## config.mk

```make
export PLATFORM = sky130hd
export DESIGN_NAME = regfile_stack_ctrl
export DESIGN_NICKNAME = d
export VERILOG_FILES = /design/src/rtl/regfile_stack_ctrl.sv
export SDC_FILE = /design/constraint.sdc
export NUM_CORES = 1
export LEC_CHECK = 0
export ABC_CLOCK_PERIOD_IN_PS = 1920
export CAP_MARGIN = 10
export CELL_PAD_IN_SITES_DETAIL_PLACEMENT = 1
export CELL_PAD_IN_SITES_GLOBAL_PLACEMENT = 1
export CORE_MARGIN = 2
export CORE_UTILIZATION = 38
export CTS_CLUSTER_SIZE = 40
export DETAILED_ROUTE_END_ITERATION = 6
export PLACE_DENSITY = 0.71
export SYNTH_ARGS = -nofsm -noshare
export SYNTH_HDL_FRONTEND = slang
export SYNTH_SLANG_ARGS = --single-unit
```

## constraint.sdc

```tcl
create_clock -name i_clk -period 1.92 [get_ports i_clk]
set_input_delay 0.384 -clock i_clk [delete_from_list [all_inputs] [get_ports i_clk]]
set_output_delay 0.384 -clock i_clk [all_outputs]
set_load 0.1 [all_outputs]
```

## src/rtl/regfile_stack_ctrl.sv

```systemverilog
// Interrupt/mret context controller that drives the stacked register file command.
// Optional TAIL_CHAIN_EN: retarget the top context instead of pop+push. o_command: 0=none, 1=push, 2=pop.
module regfile_stack_ctrl #(
  parameter int DEPTH  = 4,
  parameter int PRIO_W = 3
) (
  input  logic                     i_clk,
  input  logic                     i_reset,
  input  logic                     i_irq_valid,
  input  logic [PRIO_W-1:0]        i_irq_prio,
  input  logic                     i_mret,
  input  logic                     i_stall,
  output logic [1:0]               o_command,
  output logic                     o_irq_ack,
  output logic [$clog2(DEPTH)-1:0] o_depth,
  output logic [PRIO_W-1:0]        o_cur_prio,
  output logic                     o_overflow,
  output logic                     o_underflow
);

  localparam int DW = $clog2(DEPTH);
  localparam logic [DW-1:0] MAXD = DW'(DEPTH - 1);

  localparam logic [1:0] Command_none = 2'd0;
  localparam logic [1:0] Command_push = 2'd1;
  localparam logic [1:0] Command_pop  = 2'd2;

  typedef enum logic {IDLE, CMD} state_t;

  state_t              r_state;
  logic [1:0]          r_cmd;
  logic                r_ack;
  logic [DW-1:0]       r_depth;
  logic [PRIO_W-1:0]   r_prio;
  logic                r_ovf;
  logic                r_unf;
  logic [PRIO_W-1:0]   r_stack [DEPTH];

  state_t              w_state_n;
  logic [1:0]          w_cmd_n;
  logic                w_ack_n;
  logic [DW-1:0]       w_depth_n;
  logic [PRIO_W-1:0]   w_prio_n;
  logic                w_ovf_n;
  logic                w_unf_n;
  logic                w_we;
  logic [DW-1:0]       w_idx;
  logic [PRIO_W-1:0]   w_below;
  logic                w_hit;

  // Entry 0 is the base context and is never written, so it stays 0.
  assign w_below = r_stack[r_depth - 1'b1];
  assign w_hit   = i_irq_valid && (i_irq_prio > r_prio);

  always_comb begin
    w_state_n = r_state;
    w_cmd_n   = Command_none;
    w_ack_n   = 1'b0;
    w_depth_n = r_depth;
    w_prio_n  = r_prio;
    w_ovf_n   = r_ovf;
    w_unf_n   = r_unf;
    w_we      = 1'b0;
    w_idx     = r_depth + 1'b1;
    unique case (r_state)
      IDLE: begin
        if (!i_stall) begin
          if (i_mret && r_depth != '0) begin
`ifdef TAIL_CHAIN_EN
            if (i_irq_valid && i_irq_prio > w_below) begin
              w_state_n = CMD;
              w_ack_n   = 1'b1;
              w_we      = 1'b1;
              w_idx     = r_depth;
              w_prio_n  = i_irq_prio;
            end else
`endif
            begin
              w_state_n = CMD;
              w_cmd_n   = Command_pop;
              w_depth_n = r_depth - 1'b1;
              w_prio_n  = w_below;
            end
          end else if (i_mret) begin
            w_unf_n = 1'b1;
          end else if (w_hit && r_depth != MAXD) begin
            w_state_n = CMD;
            w_cmd_n   = Command_push;
            w_ack_n   = 1'b1;
            w_we      = 1'b1;
            w_depth_n = r_depth + 1'b1;
            w_prio_n  = i_irq_prio;
          end else if (w_hit) begin
            w_ovf_n = 1'b1;
          end
        end
      end
      CMD: w_state_n = IDLE;
      default: w_state_n = IDLE;
    endcase
  end

  always_ff @(posedge i_clk or posedge i_reset) begin
    if (i_reset) begin
      r_state <= IDLE;
      r_cmd   <= Command_none;
      r_ack   <= 1'b0;
      r_depth <= '0;
      r_prio  <= '0;
      r_ovf   <= 1'b0;
      r_unf   <= 1'b0;
      for (int i = 0; i < DEPTH; i++) r_stack[i] <= '0;
    end else begin
      r_state <= w_state_n;
      r_cmd   <= w_cmd_n;
      r_ack   <= w_ack_n;
      r_depth <= w_depth_n;
      r_prio  <= w_prio_n;
      r_ovf   <= w_ovf_n;
      r_unf   <= w_unf_n;
      if (w_we) r_stack[w_idx] <= i_irq_prio;
    end
  end

  assign o_command   = r_cmd;
  assign o_irq_ack   = r_ack;
  assign o_depth     = r_depth;
  assign o_cur_prio  = r_prio;
  assign o_overflow  = r_ovf;
  assign o_underflow = r_unf;

endmodule

```

==> metrics.txt <==
Final Power 0.00320 W; CTS Hold Bufs 0; Antenna diodes 0; P&R area growth vs syn 50.8%; # rows 20; kind of critical path flip-flop to flip-flop; sequential share of the synthesized area 46.2%; Layout Nets 156; RSZ-0062 raised after global routing true; Post-Place Worst Slack -0.729 ns; dpl cells 172; Power Dens Cells 1780 nW/um2; Crit path max-delay family flip-flops; Antenna Nets Post-Route 0; Unique masters post-synth 32; GRT Overall Usage 20.3%; clk sink count 22; Critical Path AT 2.25 ns; Starting Density 39.3%; Syn Std Cell Area 1190 um2; routed vias 951; Area after DPL 1640 um2; async set-reset flop share out of synthesis 100%; Final Non-Filler Cells 182; Synth top area share 46.2%; worst vdd ir 1160 uV; hpwl dp approximately 2.3 mm; Hold Vio Cnt, Final 0; max_cap viols 0; die extent in x ~60 um; port bufs 17; most common cell after layout, fill and taps aside buf_4; clock root cell clkbuf_4; vias in the first global route 1069; initial DRC count 18; critical path launch point type flip-flop; Core Box Area 3030 um2; H-tree levels 1; buffer and inverter count on the worst path 2; LEAKAGE 0.828 nW; total CTS buffers 3; worst slew pin tran 0.341 ns; Crit. End Element flip-flop; failing checks negative setup slack; initial antenna violation count 0; Overflow after GRT 0; # setup viols final 14; Worst Clk Skew 0.00322 ns; HP Class input port to asynchronous set/reset pin; syn_nets around 110; post-DR vias/cell between 5 and 6; Max transition margin 77.2%; Slew Limit Fails 0; minimum clock period 2.03 ns; drt total wl 3.30 mm; Mapped Cells just under 100; first-pass GRT wire length 5.25 mm; most frequent cells in the layout buf_4, dfrtp_1, mux2_2; fin area 1800 um2; EDFF count, synth 0; DRT Pass-1 Iters 4; CP Data Required Time between 2 and 2.5 ns; Area contributors post-synth dfrtp_1, mux2_2, ha_1; Primary FF master, synth dfrtp_1; status complete, but fails checks; Max Fclk 492 MHz; syn avg cell area 12.3 um2; # DRC 0; Final Util 59.3%; largest net degree at the start of global routing 23; TritonCTS clock tree built; layout cells sized above 1 56.5%; max incr delay on CP around 0.45 ns; Clock transition at path regs 0.13 ns; die area 3600 um2; final setup margin -0.113 ns; gp weighted congestion 0.738; Synth area leader dfrtp_1; io pins 18; crit path cell chain inv_4 -> ha_4 -> nand3b_1 -> a211oi_4 -> nand4_1 -> buf_4 -> mux2_4; Bufs on Longest Clock Path 2; CP max stage cell dfrtp_4; DIE HEIGHT between 50 and 60 um; Skew-Pair Late Insertion Delay 0.31 ns; Crit Path Max Fanout 5; #FFs+latches synth 22; Tcrit/Tclk final 106%; Syn. warnings 0; WL/cell 18.1 um
[metrics by stage]
stage	hold WS [ns]	setup TNS, ns
2_1_floorplan	0.373	-1.39
5_1_grt	0.414	-2.07
4_1_cts	0.395	-0.500
6_report	0.377	-0.925
3_3_place_gp	0.456	-9.82
3_5_place_dp	0.463	-11.55
[cells in the mapped netlist, drive strengths merged, types with 2 or more instances]
cell type and number:
dfrtp 22, a31o 2, o21ai 2, a21oi 2
buf 2, ha 9, mux2 12, nand2b 2
inv 9, nand4 5, a2bb2oi 2, nor2b 2
o211a 2, nor2 4, a211oi 2, mux4 3
nand2 2
[per-layer routing]
layer	part of all wire [%]	GRT usage, %
met5	0	0
met4	1.8	4.76
met3	2.4	2.60
met2	53	37.6
met1	43	24.7
[registers in the layout, summed over array words and instances (netlist names)]
register	count
o_underflow	1
r_stack	12
o_depth	2
o_overflow	1
o_command	2
r_state	1
o_cur_prio	3
[path summary, 6_finish.rpt]
path / start / endpoint / slack (ns) / cells after the start
max: o_cur_prio[2] / r_stack[7] / -0.11 / 7
min: i_reset / o_depth[1] / 0.38 / 3
max reg2reg: o_cur_prio[2] / r_stack[7] / -0.11 / 7
min reg2reg: o_underflow / o_underflow / 0.49 / 1
max in group asynchronous: i_reset / o_cur_prio[2] / 1.29 / 3
min in group i_clk: o_underflow / o_underflow / 0.49 / 1
[area by class of cell]
type | instances | area [um2]
Clock buffer | 3 | 22.5
Tap cell | 44 | 55.1
Fill cell | 315 | 1230
Multi-Input combinational cell | 63 | 694
Sequential cell | 22 | 569
Inverter | 9 | 41.3
Clock inverter | 1 | 30.0
Timing Repair Buffer | 40 | 384
[worst min-delay path, cell delays in order]
cell and delay [ns]:
clkdlybuf4s50_1 0.39, inv_1 0.05, buf_4 0.27
[where the power goes]
part | internal [W] | leakage [nW] | switching, W
logic | 0.000868 | 0.524 | 0.00115
registers | 0.000674 | 0.276 | 0.000141
clock network | 0.000211 | 0.0279 | 0.000152
total | 0.00175 | 0.828 | 0.00145
[logic make-up after synthesis]
logic type               synth area share, %
AO/OA/AOI/OAI                           13.3
adder cells (fa/ha/maj)                 9.45
buffers and inverters                   4.20
flip-flops                              46.2
multiplexers                            17.0
AND/OR/NAND/NOR                         9.77
[what timing repair did]
| item | 4_1_cts | 5_1_grt |
|---|---|---|
| pin swaps | 9 | 7 |
| setup endpoints to repair | 19 | 19 |
| resized for setup | 9 | 8 |
| setup buffers | 7 | 0 |
(Power assumes the default switching activity.)
